### src/rtl/frame_drawer.sv
// frame_drawer
// Walks the playfield in raster order once per frame_clk rising edge, drives
// PixelX/PixelY into the sprite modules, registers the returned sprite ROM
// address, and writes the resolved palette index into the frame buffer.
//
// Ports
//   Clk          system clock, all logic on posedge
//   Reset        synchronous, active-high
//   frame_clk    asynchronous frame tick; a rising edge starts one frame
//   is_obj       sprite hit for the presented pixel (same-cycle valid)
//   Obj_address  sprite ROM address for the presented pixel (same-cycle valid)
//   Rom_data     sprite ROM read data, one cycle after Rom_address
//   PixelX/Y     scan coordinate presented to the sprite modules
//   Rom_address  registered Obj_address
//   Fb_we        frame-buffer write strobe
//   Fb_addr      linear frame-buffer address y*H_RES+x
//   Fb_data      palette index written with Fb_we
//   Busy         high from the first scan cycle through the last write
//   Done         one-cycle pulse after the final write
module frame_drawer #(
    parameter int unsigned H_RES       = 320,
    parameter int unsigned V_RES       = 240,
    parameter int unsigned COLOR_W     = 4,
    parameter int unsigned TRANSPARENT = 0,
    parameter int unsigned BG_INDEX    = 1
) (
    input  logic               Clk,
    input  logic               Reset,
    input  logic               frame_clk,
    input  logic               is_obj,
    input  logic [12:0]        Obj_address,
    input  logic [COLOR_W-1:0] Rom_data,
    output logic [8:0]         PixelX,
    output logic [8:0]         PixelY,
    output logic [12:0]        Rom_address,
    output logic               Fb_we,
    output logic [16:0]        Fb_addr,
    output logic [COLOR_W-1:0] Fb_data,
    output logic               Busy,
    output logic               Done
);

    localparam int unsigned X_W = 9;
    localparam int unsigned Y_W = 9;
    localparam int unsigned A_W = 17;
    localparam int unsigned R_W = 13;

    localparam logic [X_W-1:0]     LAST_X  = X_W'(H_RES - 1);
    localparam logic [Y_W-1:0]     LAST_Y  = Y_W'(V_RES - 1);
    localparam logic [COLOR_W-1:0] TRANS_C = COLOR_W'(TRANSPARENT);
    localparam logic [COLOR_W-1:0] BG_C    = COLOR_W'(BG_INDEX);

    localparam logic [1:0] S_IDLE  = 2'd0;
    localparam logic [1:0] S_SCAN  = 2'd1;
    localparam logic [1:0] S_DRAIN = 2'd2;
    localparam logic [1:0] S_DONE  = 2'd3;

    // Frame tick synchroniser and rising-edge detector.
    logic fc_sync_q;
    logic fc_dly_q;
    logic start_q;

    // Scan state.
    logic [1:0]     state_q, state_d;
    logic [X_W-1:0] px_q, px_d;
    logic [Y_W-1:0] py_q, py_d;
    logic [A_W-1:0] cnt_q, cnt_d;
    logic           drain_q, drain_d;
    logic           busy_q, busy_d;
    logic           done_q, done_d;
    logic           pix_valid_c;

    // Pipeline stage 1 (ROM address phase) and stage 2 (write phase).
    logic           v1_q;
    logic           obj1_q;
    logic [R_W-1:0] rom_addr_q;
    logic [A_W-1:0] a1_q;
    logic           we_q;
    logic           obj2_q;
    logic [A_W-1:0] fb_addr_q;

    // frame_clk is asynchronous: sample once, then compare against the previous sample.
    always_ff @(posedge Clk) begin
        if (Reset) begin
            fc_sync_q <= 1'b0;
            fc_dly_q  <= 1'b0;
            start_q   <= 1'b0;
        end else begin
            fc_sync_q <= frame_clk;
            fc_dly_q  <= fc_sync_q;
            start_q   <= fc_sync_q & ~fc_dly_q;
        end
    end

    // State and scan registers.
    always_ff @(posedge Clk) begin
        if (Reset) begin
            state_q <= S_IDLE;
            px_q    <= '0;
            py_q    <= '0;
            cnt_q   <= '0;
            drain_q <= 1'b0;
            busy_q  <= 1'b0;
            done_q  <= 1'b0;
        end else begin
            state_q <= state_d;
            px_q    <= px_d;
            py_q    <= py_d;
            cnt_q   <= cnt_d;
            drain_q <= drain_d;
            busy_q  <= busy_d;
            done_q  <= done_d;
        end
    end

    // Next-state and scan counter logic; starts outside IDLE are dropped.
    always_comb begin
        state_d     = state_q;
        px_d        = px_q;
        py_d        = py_q;
        cnt_d       = cnt_q;
        drain_d     = drain_q;
        busy_d      = busy_q;
        done_d      = 1'b0;
        pix_valid_c = 1'b0;

        case (state_q)
            S_IDLE: begin
                if (start_q) begin
                    state_d = S_SCAN;
                    px_d    = '0;
                    py_d    = '0;
                    cnt_d   = '0;
                    busy_d  = 1'b1;
                end
            end
            S_SCAN: begin
                pix_valid_c = 1'b1;
                // Running linear address avoids a y*H_RES multiplier.
                cnt_d = cnt_q + A_W'(1);
                if (px_q == LAST_X) begin
                    px_d = '0;
                    if (py_q == LAST_Y) begin
                        py_d    = '0;
                        cnt_d   = '0;
                        drain_d = 1'b0;
                        state_d = S_DRAIN;
                    end else begin
                        py_d = py_q + Y_W'(1);
                    end
                end else begin
                    px_d = px_q + X_W'(1);
                end
            end
            S_DRAIN: begin
                // Two cycles let the last pixel clear both pipeline stages.
                if (drain_q) begin
                    state_d = S_DONE;
                    busy_d  = 1'b0;
                    done_d  = 1'b1;
                end else begin
                    drain_d = 1'b1;
                end
            end
            S_DONE: begin
                state_d = S_IDLE;
            end
            default: begin
                state_d = S_IDLE;
                busy_d  = 1'b0;
            end
        endcase
    end

    // Stage 1 captures the sprite response for the pixel presented this cycle.
    always_ff @(posedge Clk) begin
        if (Reset) begin
            v1_q       <= 1'b0;
            obj1_q     <= 1'b0;
            rom_addr_q <= '0;
            a1_q       <= '0;
        end else begin
            v1_q   <= pix_valid_c;
            obj1_q <= pix_valid_c & is_obj;
            a1_q   <= cnt_q;
            if (pix_valid_c) begin
                rom_addr_q <= Obj_address;
            end
        end
    end

    // Stage 2 lines up with the ROM's one-cycle read latency.
    always_ff @(posedge Clk) begin
        if (Reset) begin
            we_q      <= 1'b0;
            obj2_q    <= 1'b0;
            fb_addr_q <= '0;
        end else begin
            we_q      <= v1_q;
            obj2_q    <= obj1_q;
            fb_addr_q <= a1_q;
        end
    end

    // Rom_data only arrives in the write cycle, so the colour select is a mux
    // on registered qualifiers; it is forced to zero whenever no write occurs.
    always_comb begin
        Fb_data = '0;
        if (we_q) begin
            if (obj2_q && (Rom_data != TRANS_C)) begin
                Fb_data = Rom_data;
            end else begin
                Fb_data = BG_C;
            end
        end
    end

    assign PixelX      = px_q;
    assign PixelY      = py_q;
    assign Rom_address = rom_addr_q;
    assign Fb_we       = we_q;
    assign Fb_addr     = fb_addr_q;
    assign Busy        = busy_q;
    assign Done        = done_q;

endmodule

### config.mk
export PLATFORM = sky130hd
export DESIGN_NAME = frame_drawer
export DESIGN_NICKNAME = d
export VERILOG_FILES = /design/src/rtl/frame_drawer.sv
export SDC_FILE = /design/constraint.sdc
export NUM_CORES = 1
export LEC_CHECK = 0
export ABC_AREA = 1
export CAP_MARGIN = 20
export CORE_UTILIZATION = 35
export CTS_CLUSTER_DIAMETER = 120
export DETAILED_ROUTE_END_ITERATION = 8
export HOLD_SLACK_MARGIN = 0.05
export MAX_ROUTING_LAYER = met4
export SYNTH_ARGS = -nofsm -noshare
export SYNTH_HDL_FRONTEND = slang
export SYNTH_SLANG_ARGS = --single-unit
export TNS_END_PERCENT = 5
### constraint.sdc
create_clock -name Clk -period 2.94 [get_ports Clk]
set_input_delay 0.588 -clock Clk [delete_from_list [all_inputs] [get_ports Clk]]
set_output_delay 0.588 -clock Clk [all_outputs]
set_load 0.03 [all_outputs]
* Word level (Yosys, flattened, before mapping) *
Index checks and enable logic that the tools add are counted.

cells by class
  $add $sub $neg = 3
  equal/unequal tests = 9
  multiplexer cells = 25
  bitwise logic cells = 4
  reduce and logical (&&, ||, !) cells = 12

operators by type and width
  cell                     number
  $mux W17                 3
  $mux W9                  4
  $pmux W9 S2              2
  $pmux W17 S2             1
  $add A9 B1 Y9 const B    2
  $add A17 B1 Y17 const B  1
  $eq A9 B8 Y1 const B     1
  $eq A9 B9 Y1 const B     1
  $reduce_and A3 Y1        3
  $mux W2                  4
  $mux W4                  2
  $ne A2 B2 Y1 const B     4
  $pmux W2 S4              1
  $mux W1                  6
  $reduce_bool A2 Y1       3
  $eq A2 B2 Y1 const B     2
  $pmux W1 S2              2
  $reduce_and A4 Y1        1
  $reduce_bool A4 Y1       1
  $and A1 B1 Y1            2
  $eq A2 B1 Y1 const B     1
  $logic_not A2 Y1         1
  $not A1 Y1               2
  $reduce_and A2 Y1        1
  2 further kinds          2

storage, ports and cells
  flip-flop bits (word level) = 94
  input bits = 21
  output and inout bits = 55
  word-level logic and storage cells = 70

* Depth between registers and ports, before layout *
Gate-level depths: netlist of the first run.

  depth after elaboration = 4
  mapped depth = 10
  depth with buffers taken out = 10

* Worst setup path after synthesis of the first run *
OpenSTA, ideal clock, no wires.

  kind = in2out
  start = in Rom_data[0]
  end = out Fb_data[0]
  data arrival time = 1.253 ns
  data required time = 2.352 ns
  setup slack = 1.099 ns
  cell stages on the path = 5
  buffers on the path = 0
  cell sequence = nor4_1 nor2_1 inv_1 o21ai_0 inv_1

on the way
  cells in the longest elaborated chain, start to end = 4

ends and longest elaborated chain
  element              line  source
  from (decl)          32    input logic [COLOR_W-1:0] Rom_data,
  $reduce_bool A4 Y1   210   if (obj2_q && (Rom_data != TRANS_C)) begin
  $logic_and A1 B1 Y1  210
  $mux W4 (*)          210
  $mux W4 (*)          209   if (we_q) begin
  to (decl)            38    output logic [COLOR_W-1:0] Fb_data,

Every way passes the cells marked *; elsewhere a longest branch is shown, timed or not.

* Worst setup path in the final report of the first run *
  start = in Rom_data[0]
  end = out Fb_data[1]

on the way
  cells in the longest elaborated chain, start to end = 4

ends and longest elaborated chain
  element              line
  $reduce_bool A4 Y1   210
  $logic_and A1 B1 Y1  210
  $mux W4              210
  $mux W4              209

Every way passes these cells.

==> PnR_summary.wiki, run 1 <==
{| class="wikitable"
! Metric !! Value
|-
| Via density per instance || 4.43
|-
| Highest clock frequency the design can meet || 0.367 GHz
|-
| Synthesized netlist cell count || 486
|-
| Endpoint class of the critical path || output port
|-
| Crit path max-delay cell type || clkdlybuf4s50_1
|-
| Number of antenna violations at the first check in global routing || 0
|-
| Most common cell after layout, fill and taps aside || nor2_1
|-
| Share of async-settable or async-resettable flops after synthesis || 0%
|-
| Final routed wire length divided by cell count || 10.9 µm
|-
| Core Box Area || 10300 µm²
|-
| Fill cells || 1063
|-
| Category of the critical setup timing path || in2out
|-
| Largest net degree at the start of global routing || 52
|-
| Worst reg2reg setup slack || 950 ps
|-
| Total DRC errors in the routed layout || 0
|-
| Combined area of all synthesized cells || 3700 µm²
|-
| Final layout net count || 588
|-
| Antenna Nets Post-Route || 0
|-
| Synthesis-to-layout area growth || 28.2%
|-
| Cell at the root of the clock tree || clkbuf_8
|-
| First-pass GRT wire length || 13200 µm
|-
| Routed wire length || 7670 µm
|-
| Count of buffers inserted at the top-level ports || 75
|-
| Total of endpoints with negative setup slack in the final report || 0
|-
| Final hold violation count || 0
|-
| Worst path max stage delay || 590 ps
|-
| HPWL after DPL || 5280 µm
|-
| Cell-by-cell listing of the critical path || clkdlybuf4s50_1, nor4_1, nor2_1, inv_1, nor2_1, clkdlybuf4s50_1
|-
| DRT Pass-1 Iters || 4
|-
| Area taken by flip-flops and latches || 1880 µm²
|-
| Number of antenna cells inserted || 0
|-
| Maximum resistive drop on vdd || 0.411 mV
|-
| RSZ-0062 raised after global routing || false
|-
| Crit Path Max Fanout || 3
|-
| Overall power after layout || 3.26 mW
|-
| Yosys cell types || 33
|-
| Initial DRC Count || 99
|-
| Starting Density || 36.0%
|-
| Overall global routing resource usage || 15.2%
|-
| Post-route setup TNS || 0 ps
|-
| Die extent in y || 105 µm
|-
| Number of max-slew violations in the final report || 0
|-
| Status || finished, final reports clean
|-
| Final weighted congestion in routability-driven placement || 0.816
|-
| Max-cap viol count || 0
|-
| Worst slew margin relative to its limit || 52.7%
|-
| Grt total ovfl || 0
|-
| Final clock skew || 6.38 ps
|-
| Worst skew pair latency || 360 ps
|-
| Overall die width || 105 µm
|-
| Floorplan die area || 11000 µm²
|-
| Most frequent cells in the layout || nor2_1, dfxtp_1, clkdlybuf4s50_1
|-
| Worst Path Required || 2350 ps
|-
| Final period utilization || 92.7%
|-
| Static Leak || 1.85 nW
|-
| Post-route design area || 4750 µm²
|-
| Setup bufs post-CTS || 0
|-
| Synth Register Bits || 94
|-
| TritonCTS buffer count || 9
|-
| Shortest period the worst path allows || 2730 ps
|-
| Placement Rows || 37
|-
| Hold WC Path Type || reg2reg
|-
| CTS tree || done
|-
| Footprint of the multi-input gates || 1490 µm²
|-
| Startpoint type of the worst setup path || primary input
|-
| Final Instance Count excl. Fillers || 702
|-
| Worst Tran Pin Value || 708 ps
|-
| CP delay by family, top || buffers and inverters
|-
| Ys flop type || dfxtp_1
|-
| Placed Cells incl. Taps || 686
|-
| Fraction of final layout cells with drive strength greater than 1 || 6.01%
|-
| Vias || 3108
|-
| Number of top-level pins || 76
|-
| CP arrival || 2140 ps
|-
| Number of global-route vias before repair || 2937
|-
| Level count of the clock H-tree || 3
|-
| PD cells || 686 nW/µm²
|-
| YS warnings || 0
|-
| Total buffers and inverters traversed by the critical path || 3
|-
| Sequential share of the synthesized area || 50.8%
|-
| Clock transition time at the flip-flop clock pins of the worst setup and hold paths || 90 ps
|-
| Number of clock sinks || 94
|-
| Max Buffers Root-to-Sink || 2
|-
| Synth Area per Inst || 7.62 µm²
|-
| Post-placement cell area || 4570 µm²
|-
| Number of enable flip-flop cells after synthesis || 0
|-
| Syn nets || 513
|}
==> stage by stage <==
stage	hold slack (ps)	worst slack, ps	utilization (%)
floorplan	373	1100	-
global placement	379	160	44.5
detailed placement	382	82.1	44.5
CTS	396	82.2	46.2
global route	415	83.5	46.2
finish	393	214	46.2
==> routing by layer <==
metal | wire, µm | part of all wire, % | vias to the layer above | track usage [%]
met5 | 0 | 0 | - | -
met4 | 120 | 1.6 | 0 | 7.55
met3 | 267 | 3.5 | 12 | 2.68
met2 | 3520 | 46 | 59 | 24.2
met1 | 3760 | 49 | 1385 | 18.5
li1 | - | - | 1652 | -
==> cell families (layout without fill, tap and decap cells) <==
group	count (synthesis)	after routing	synth area share (%)
AOI/OAI and AO/OA	54	54	8.38
buffers and inverters	84	164	8.98
and+or+nand+nor	238	238	27.5
xor gates and xnor gates	10	10	2.36
adders and majority gates	6	6	2.03
DFF	94	94	50.8
==> registers in the layout, summed over array words and instances, names as in the netlist, 2 cells and up <==
| name | flops |
|---|---|
| Fb_addr | 17 |
| PixelY | 9 |
| state_q | 2 |
| cnt_q | 17 |
| a1_q | 17 |
| Rom_address | 13 |
| PixelX | 9 |
==> cell usage after synthesis (2+ instances only) <==
master,number,area share (%)
a21oi_1,16,2.2
and3_1,2,0.34
buf_1,3,0.30
buf_2,2,0.27
buf_6,2,0.61
clkbuf_1,7,0.71
dfxtp_1,94,51
ha_1,6,2.0
inv_1,69,7.0
nand2_1,69,7.0
nand2_2,4,0.68
nand2_4,2,0.61
nand3_1,26,3.5
nand3b_1,3,0.61
nand4_1,5,0.84
nor2_1,113,11
nor3_1,9,1.2
o21ai_0,29,3.9
o21bai_1,2,0.41
xor2_1,10,2.4
==> worst reg2reg max path: stages, from the launching register on <==
cell     delay (ps)
dfxtp_1         370
inv_1            90
ha_1            310
o21ai_4         430
buf_4           250
nand2_1          60
nor2_1          110
nand2_1          80
xor2_1          140
nor2_1           50
==> area by class of cell <==
class	count	share of cell area (%)
multi-input combinational	308	31.4
clock buffer	9	2.61
tap	136	3.58
inverter	70	5.53
timing repair buffer	78	16.2
sequential	94	39.6
clock inverter	7	1.05
==> report_power, final <==
part | switching, mW | internal (mW) | total, mW
clock network | 0.464 | 0.308 | 0.772
registers | 0.0635 | 1.38 | 1.44
logic | 0.701 | 0.346 | 1.05
total | 1.23 | 2.03 | 3.26
==> path summary, 6_finish.rpt <==
check | from | end | cells after the start
max | Rom_data[0] | Fb_data[1] | 6
min | fc_dly_q$_SDFF_PP0_ | start_q$_SDFF_PP0_ | 1
max reg2reg | state_q[0]$_SDFFE_PP0P_ | PixelX[4]$_SDFFE_PP0P_ | 9
min reg2reg | fc_dly_q$_SDFF_PP0_ | start_q$_SDFF_PP0_ | 1
==> repair_timing <==
item / in CTS / in global routing
endpoints found under the setup margin: 0 / 1
gates resized for setup: 0 / 1
hold buffers: 0 / 0
Note: power is estimated with default switching activity, not from simulation.
==> run 2, diff against run 1 <==
CELL_PAD_IN_SITES_DETAIL_PLACEMENT = 2   (was default)
CELL_PAD_IN_SITES_GLOBAL_PLACEMENT = 2   (was default)
CORE_ASPECT_RATIO = 0.7   (was default)
CORE_UTILIZATION = 31   (was 35)
PLACE_DENSITY_LB_ADDON = 0.1   (was default)
==> run 2 against run 1 <==
Effect of this change:
- clock skew about the same
- flip-flop and latch count is the same
- worst hold slack worse by 6.1 ps
- die area up 13%
- register-to-register slack lost 50 ps
- critical path depth grew 1
- sequential power about the same
- via count rose by 6.3%
- wire length grew 33%
- largest power group unchanged
- highest routed layer unchanged
==> PnR_summary.wiki, run 2 (synthesized netlist as in run 1, its figures left out) <==
{| class="wikitable"
! Metric !! Value
|-
| Final weighted congestion in routability-driven placement || 0.757 (-7.3%)
|-
| Area taken by flip-flops and latches || 1880 µm² (unchanged)
|-
| Grt total ovfl || 0 (unchanged)
|-
| Total of endpoints with negative setup slack in the final report || 0 (unchanged)
|-
| Number of antenna violations at the first check in global routing || 0 (unchanged)
|-
| Antenna Nets Post-Route || 0 (unchanged)
|-
| Final clock skew || 6.75 ps (+0.365 ps)
|-
| Count of buffers inserted at the top-level ports || 75 (unchanged)
|-
| DRT Pass-1 Iters || 4 (unchanged)
|-
| CTS tree || done
|-
| HPWL after DPL || 7320 µm (+39%)
|-
| Overall power after layout || 3.64 mW (+12%)
|-
| Worst Reg-to-Reg Cells || 10 (+1)
|-
| Worst slew margin relative to its limit || 46.1% (-6.6 points)
|-
| Number of clock sinks || 94 (unchanged)
|-
| Worst Tran Pin Value || 807 ps (+99.4 ps)
|-
| Crit Path Max Fanout || 3 (unchanged)
|-
| Worst reg2reg path endpoint || PixelX[4]$_SDFFE_PP0P_
|-
| Floorplan die area || 12400 µm² (+13%)
|-
| Final Instance Count excl. Fillers || 719 (+2.4%)
|-
| TritonCTS buffer count || 9 (unchanged)
|-
| CTS Hold Buffers Added || 0 (unchanged)
|-
| Post-route setup TNS || 0 ps (unchanged)
|-
| Endpoint of the worst setup timing path || Fb_data[0]
|-
| Overall global routing resource usage || 18.4% (+3.2 points)
|-
| Vias || 3303 (+6.3%)
|-
| Startpoint type of the worst setup path || primary input
|-
| Die extent in y || 93.5 µm (-11%)
|-
| Hold WC Path Type || reg2reg
|-
| Shortest period the worst path allows || 2840 ps (+116 ps)
|-
| RSZ-0062 raised after global routing || false
|-
| Worst Path Required || 2350 ps (about the same)
|-
| Number of max-slew violations in the final report || 0 (unchanged)
|-
| Clock transition time at the flip-flop clock pins of the worst setup and hold paths || 60 ps (-30 ps)
|-
| Maximum resistive drop on vdd || 0.334 mV (-19%)
|-
| Number of top-level pins || 76 (unchanged)
|-
| CP arrival || 2250 ps (+110 ps)
|-
| Final Util || 43.1% (-3.1 points)
|-
| Highest clock frequency the design can meet || 0.352 GHz (-4.1%)
|-
| Final layout net count || 588 (unchanged)
|-
| Category of the critical setup timing path || in2out
|-
| Starting Density || 32.7% (-3.4 points)
|-
| Via density per instance || 4.59 (+3.8%)
|-
| Number of global-route vias before repair || 3500 (+19%)
|-
| Most frequent cells in the layout || nor2_1, dfxtp_1, clkdlybuf4s50_1
|-
| Worst reg2reg setup slack || 900 ps (-50 ps)
|-
| Most common cell after layout, fill and taps aside || nor2_1
|-
| Final period utilization || 96.7% (+3.9 points)
|-
| Synthesis-to-layout area growth || 31.7%
|-
| Overall die width || 133 µm (+26%)
|-
| Cts repair resizes || 0 (unchanged)
|-
| Post-route design area || 4880 µm² (+2.8%)
|-
| Status || finished, final reports clean
|-
| Total DRC errors in the routed layout || 0 (unchanged)
|-
| Initial DRC Count || 82 (-17%)
|-
| Final hold violation count || 0 (unchanged)
|-
| Cell at the root of the clock tree || clkbuf_16
|-
| Number of antenna cells inserted || 0 (unchanged)
|-
| Fraction of final layout cells with drive strength greater than 1 || 6.01% (unchanged)
|-
| First element of the critical path || Rom_data[0]
|-
| Worst skew pair latency || 340 ps (-20 ps)
|-
| Core Box Area || 11300 µm² (+10%)
|-
| Static Leak || 1.89 nW (+2.0%)
|-
| Fill cells || 1273 (+20%)
|-
| Largest net degree at the start of global routing || 52 (unchanged)
|-
| Placement Rows || 32 (-14%)
|-
| PD cells || 745 nW/µm² (+8.6%)
|-
| Placed Cells incl. Taps || 703 (+2.5%)
|-
| Level count of the clock H-tree || 3 (unchanged)
|-
| Max Buffers Root-to-Sink || 2 (unchanged)
|-
| Routed wire length || 10200 µm (+33%)
|-
| Endpoint class of the critical path || output port
|-
| Source of the worst register-to-register timing path || state_q[1]$_SDFFE_PP0P_
|-
| First-pass GRT wire length || 17100 µm (+30%)
|-
| Final routed wire length divided by cell count || 14.1 µm (+29%)
|-
| Max-cap viol count || 0 (unchanged)
|-
| Post-placement cell area || 4590 µm² (+0.47%)
|-
| Footprint of the multi-input gates || 1490 µm² (unchanged)
|-
| Setup bufs post-CTS || 0 (unchanged)
|}
run 2: cell count changes in the layout (fill, tap and decap cells not counted):
cell / previous run / this run
clkbuf_8: 9 / 2
clkbuf_16: 0 / 9
clkinvlp_4: 3 / 2
dlymetal6s2s_1: 1 / 0
inv_6: 1 / 0
clkdlybuf4s50_1: 73 / 74
run 2: worst max-delay path, stage by stage:
cell and delay (ps):
clkdlybuf4s50_1 410, nor4_1 280, nor2_1 70, inv_1 90, o21ai_0 80, inv_1 60, clkdlybuf4s50_1 660
run 2: worst min-delay path by stage:
stage / start / depth (start not counted) / to / slack (ps)
detailed placement: fc_dly_q$_SDFF_PP0_ / 1 / start_q$_SDFF_PP0_ / 390
floorplan: fc_dly_q$_SDFF_PP0_ / 1 / start_q$_SDFF_PP0_ / 370
CTS: fc_dly_q$_SDFF_PP0_ / 1 / start_q$_SDFF_PP0_ / 400
finish: fc_dly_q$_SDFF_PP0_ / 1 / start_q$_SDFF_PP0_ / 390
global route: fc_dly_q$_SDFF_PP0_ / 1 / start_q$_SDFF_PP0_ / 400
global placement: fc_dly_q$_SDFF_PP0_ / 1 / start_q$_SDFF_PP0_ / 380
run 2: layout make-up:
cell class | instances | area share (%)
clock inverter | 5 | 0.692
sequential | 94 | 38.6
inverter | 70 | 5.38
tap | 153 | 3.92
clock buffer | 11 | 5.18
multi-input combinational | 308 | 30.5
timing repair buffer | 78 | 15.7
run 2: layer usage:
metal | routed length [µm] | track usage [%] | vias to the layer above
li1 | - | - | 1654
met1 | 5060 | 22.7 | 1576
met2 | 4520 | 28.9 | 66
met3 | 511 | 5.37 | 7
met4 | 78 | 5.75 | 0
met5 | 0 | - | -
run 2: metrics by stage:
stage / worst slack [ps] / hold slack [ps]
after CTS: 81.4 / 395
after global placement: 129 / 379
after detailed placement: 90.9 / 385
after floorplan: 1100 / 373
final: 98.4 / 387
after global routing: 7.98 / 398
run 2: where the power goes:
| part | switching, mW | internal, mW |
|---|---|---|
| clock | 0.493 | 0.618 |
| combinational | 0.736 | 0.345 |
| sequential | 0.0672 | 1.38 |
==> patch 1: new RTL, config.mk and constraints of run 1 <==
`H_RES`: 320 -> 256.
--- a/src/rtl/frame_drawer.sv
+++ b/src/rtl/frame_drawer.sv
@@ -19,5 +19,5 @@
 //   Done         one-cycle pulse after the final write
 module frame_drawer #(
-    parameter int unsigned H_RES       = 320,
+    parameter int unsigned H_RES       = 256,
     parameter int unsigned V_RES       = 240,
     parameter int unsigned COLOR_W     = 4,
Check against the original RTL: same outputs for any inputs over 10 cycles, from zero or initial values and one cycle with Reset high; that may be too few to reach the edited logic, so the function may still have changed.
==> patch 1 against run 1 <==
  * Synthesized area increased by 0.37%
  * Utilization down 0.086 points
  * Sequential cell count is the same
  * Routed wire length is 1.8% higher
  * Die area rose by 0.36%
  * Worst setup slack got worse by 0.083 ns
  * Total power shrank 0.65%
  * Design area rose by 0.26%
  * Highest routed layer unchanged
==> patch 1: results (changes against run 1) <==
outcome: "finished, final reports clean"  # unchanged
grt_pass1_wl_um: 13980  # was 13160 µm
final_cell_count_no_fill: 710  # was 702
fin_nets: 596  # was 588
clk_latency_ns: 0.37
yosysUniqueCellTypes: 32  # was 33
synthCells: 493  # was 486
max_stage_delay_ns: 0.59  # about the same
place_inst: 694  # was 686
synth_async_sr_flop_share_pct: 0  # unchanged
skew_ns: 0.01003  # was 0.006384 ns
cts_buffers: 9  # unchanged
gp_congestion: 0.8005  # was 0.8159
routed_wl_um: 7807  # was 7666 µm
hpwl_um: 5483  # was 5278 µm
nFillCells: 1020  # was 1063
wl_met3_um: 270  # was 267 µm
cts-root-buf: "clkbuf_8"  # unchanged
clkTransAtPathRegs_ns: 0.09  # about the same
drive_gt1_share_pct: 5.923  # was 6.007%
hold_buffers: 0  # unchanged
yosysSeqAreaShare_pct: 50.61  # was 50.79%
ant_nets: 0  # unchanged
vias: 3199  # was 3108
ctsResizeCount: 1  # was 0
critPathSlowestCell: "clkdlybuf4s50_1"  # unchanged
antenna_found_initial: 0  # unchanged
topRoutingLayerUsed: "met4"  # unchanged
cp_max_fo: 3  # unchanged
grt_pass1_vias: 3029  # was 2937
leakage_uw: 0.001835  # was 0.001851 µW
grt_max_degree: 50  # was 52
hold_path.class: "register to register"  # unchanged
cts_setup_buffers: 0  # unchanged
reg2reg_slack_ns: 0.60  # was 0.95 ns
first_pass_iters: 4  # unchanged
cp_top_family: "buffers and inverters"  # unchanged
htreeDepth: 3  # unchanged
cts_buffer_depth: 2  # unchanged
grt_usage_pct: 16.26  # was 15.19%
syn-num-nets: 520  # was 513
vdd_ir_drop_max_mv: 0.3159  # was 0.4113 mV
yosys_warnings: 0  # unchanged
worstMarginPinSlew_ns: 0.6076  # was 0.7080 ns
n_antenna_cell: 0  # unchanged
wl_met2_um: 3534  # was 3516 µm
synthTopCellsByArea: "dfxtp_1, nor2_1, inv_1"  # unchanged
portBuffers: 75  # unchanged
synth_common_cells: "nor2_1, dfxtp_1, inv_1"  # was nor2_1, dfxtp_1, inv_1, nand2_1, o21ai_0
arrival_ns: 2.22  # was 2.14 ns
met1Wirelength_um: 3884  # was 3762 µm
first_iter_violations: 162  # was 99
synth_ff_type: "dfxtp_1"  # unchanged
==> patch 1: per-stage QoR <==
stage	setup WS, ns	hold WS, ns	utilization (%)	instance area [µm²]
finish	0.1314	0.3943	46.13	4762
floorplan	1.099	0.3728	-	3719
global placement	0.1512	0.3817	44.46	4589
detailed placement	-0.01561	0.3767	44.46	4589
global route	0.1130	0.4149	46.13	4762
CTS	0.1414	0.3996	46.13	4762
==> patch 1: cells by family after synthesis <==
kind of cell	share of synthesized area (%)
adders and majority gates	2.019
xor gates and xnor gates	2.120
and+or+nand+nor	29.34
DFF	50.61
AOI/OAI and AO/OA	5.519
buffers and inverters	10.40
==> patch 1: per-layer routing <==
metal / track usage (%) / vias to the layer above
met5: - / -
met4: 5.835 / 0
met3: 4.242 / 13
met2: 25.64 / 54
met1: 20.06 / 1455
li1: - / 1677
==> patch 1: layout make-up <==
type                       instances  area [µm²]  area share (%)
sequential                        94        1882           39.52
multi-input combinational        305        1450           30.45
timing repair buffer              82       797.0           16.74
inverter                          77       289.0           6.069
tap                              136       170.2           3.573
clock buffer                      10       127.6           2.680
clock inverter                     6       46.29          0.9721
==> patch 1: where the power goes <==
group          internal [µW]  switching, µW
clock                    312            464
sequential              1380           56.3
combinational            351            673
total                   2050           1190
==> patch 1: final timing paths <==
check | start | end | cells past startpoint
hold reg to reg | fc_dly_q | start_q | 1
hold / removal | fc_dly_q | start_q | 1
setup / recovery | Rom_data[1] | Fb_data[3] | 6
setup reg to reg | state_q[0] | PixelY[8] | 7
==> patch 2: new RTL, config.mk and constraints of run 1 <==
Made on the original files. Take the reset off `a1_q` and load it in a clocked block of its own.
--- a/src/rtl/frame_drawer.sv
+++ b/src/rtl/frame_drawer.sv
@@ -179,13 +179,15 @@
             obj1_q     <= 1'b0;
             rom_addr_q <= '0;
-            a1_q       <= '0;
         end else begin
             v1_q   <= pix_valid_c;
             obj1_q <= pix_valid_c & is_obj;
-            a1_q   <= cnt_q;
             if (pix_valid_c) begin
                 rom_addr_q <= Obj_address;
             end
         end
+    end
+
+    always_ff @(posedge Clk) begin
+        a1_q <= cnt_q;
     end
 
Behaviour: differs if Reset is asserted again (counterexample within 10 cycles, from zero or initial values and one cycle with Reset high); with Reset held inactive, the same outputs for 10 cycles.
==> patch 2 against run 1 <==
  * Sequential cell count unchanged
  * Largest power group unchanged
  * Count of clock-buffer cells in the layout unchanged
  * Total power increased by 6.9%
  * Critical path type unchanged
  * Global-route usage about the same
  * Clock skew increased by 0.0058 ns
  * Synthesized area decreased by 0.17%
  * Hold slack got worse by 0.017 ns
  * Routed wire length decreased by 2.3%
  * Design area about the same
  * Worst setup slack got worse by 0.050 ns
  * Final cell count decreased by 0.43%
==> patch 2: results (changes against run 1) <==
synth_common_cells: "nor2_1, dfxtp_1, nand2_1"  # was nor2_1, dfxtp_1, inv_1, nand2_1, o21ai_0
place_inst: 683  # was 686
synth_xor_xnor_area_share_pct: 2.131  # was 2.364%
gp_congestion: 0.7941  # was 0.8159
yosysSeqAreaShare_pct: 50.88  # was 50.79%
max_stage_delay_ns: 0.58
reg2regPathDepth: 10  # was 9
arrival_ns: 2.19  # was 2.14 ns
yosys.area_share.adder_pct: 2.030  # was 2.026%
synthCells: 482  # was 486
grt_pass1_vias: 2961  # was 2937
leakage_uw: 0.001861  # was 0.001851 µW
post_drt_via_cell_ratio: 4.443  # was 4.427
reg2reg_slack_ns: 1.02  # was 0.95 ns
fin_nets: 585  # was 588
cts-root-buf: "clkbuf_8"  # unchanged
grt_max_degree: 30  # was 52
antenna_found_initial: 0  # unchanged
muxShareOfSynthArea_pct: 0.2706  # was 0%
syn-num-nets: 509  # was 513
vias: 3106  # was 3108
hold_depth: 0  # was 1
grt_pass1_wl_um: 13140  # was 13160 µm
outcome: "finished, final reports clean"  # unchanged
yosysUniqueCellTypes: 31  # was 33
first_iter_violations: 127  # was 99
grt_usage_pct: 15.17  # was 15.19%
vdd_ir_drop_max_mv: 0.4968  # was 0.4113 mV
wl_per_cell_um: 10.72  # was 10.92 µm
hpwl_um: 5212  # was 5278 µm
skew_ns: 0.01222  # was 0.006384 ns
synth_async_sr_flop_share_pct: 0  # unchanged
fin_hold_ws_ns: 0.3758  # was 0.3930 ns
synth_compound_area_share_pct: 5.683  # was 8.376%
worstMarginPinSlew_ns: 0.4748  # was 0.7080 ns
synthTopCellsByArea: "dfxtp_1, nor2_1, nand2_1"  # was dfxtp_1, nor2_1, inv_1
cts_buffers: 9  # unchanged
drive_gt1_share_pct: 5.684  # was 6.007%
cts_setup_buffers: 0  # unchanged
[patch 2: per-stage QoR]
| stage | setup slack [ns] | area, µm² |
|---|---|---|
| finish | 0.1639 | 4748 |
| CTS | 0.1771 | 4748 |
| global placement | 0.2693 | 4553 |
| global route | 0.04882 | 4748 |
| floorplan | 1.146 | 3699 |
| detailed placement | 0.1830 | 4553 |
[patch 2: final timing paths]
kind	from	end
min reg2reg	cnt_q[16]	a1_q[16]
max	Rom_data[0]	Fb_data[0]
max reg2reg	state_q[0]	PixelY[1]
min	cnt_q[16]	a1_q[16]
[patch 2: where the power goes]
part | switching (µW) | internal, µW | total [µW]
clock network | 497 | 337 | 834
registers | 65.2 | 1390 | 1460
logic | 818 | 376 | 1190
total | 1380 | 2110 | 3490
[patch 2: metal layers]
| layer | up-vias | track usage [%] | routed length, µm |
|---|---|---|---|
| met5 | - | - | 0 |
| met1 | 1367 | 18.05 | 3669 |
| li1 | 1643 | - | - |
| met3 | 9 | 4.429 | 429 |
| met2 | 87 | 24.17 | 3293 |
| met4 | 0 | 5.936 | 98 |
[patch 2: area by class of cell]
| class | instances | area [µm²] |
|---|---|---|
| Clock buffer | 9 | 123.9 |
| Clock inverter | 7 | 71.32 |
| Fill cell | 1041 | 5529 |
| Inverter | 66 | 250.2 |
| Multi-Input combinational cell | 309 | 1478 |
| Sequential cell | 94 | 1882 |
| Tap cell | 136 | 170.2 |
| Timing Repair Buffer | 78 | 773.2 |
[patch 2: kinds of logic (layout without fill, tap and decap cells)]
| kind of cell | count (synthesis) | in the layout |
|---|---|---|
| AOI/OAI and AO/OA | 38 | 38 |
| and+or+nand+nor | 255 | 255 |
| adders and majority gates | 6 | 6 |
| xor gates and xnor gates | 9 | 9 |
| DFF | 94 | 94 |
| buffers and inverters | 79 | 160 |
| muxes | 1 | 1 |
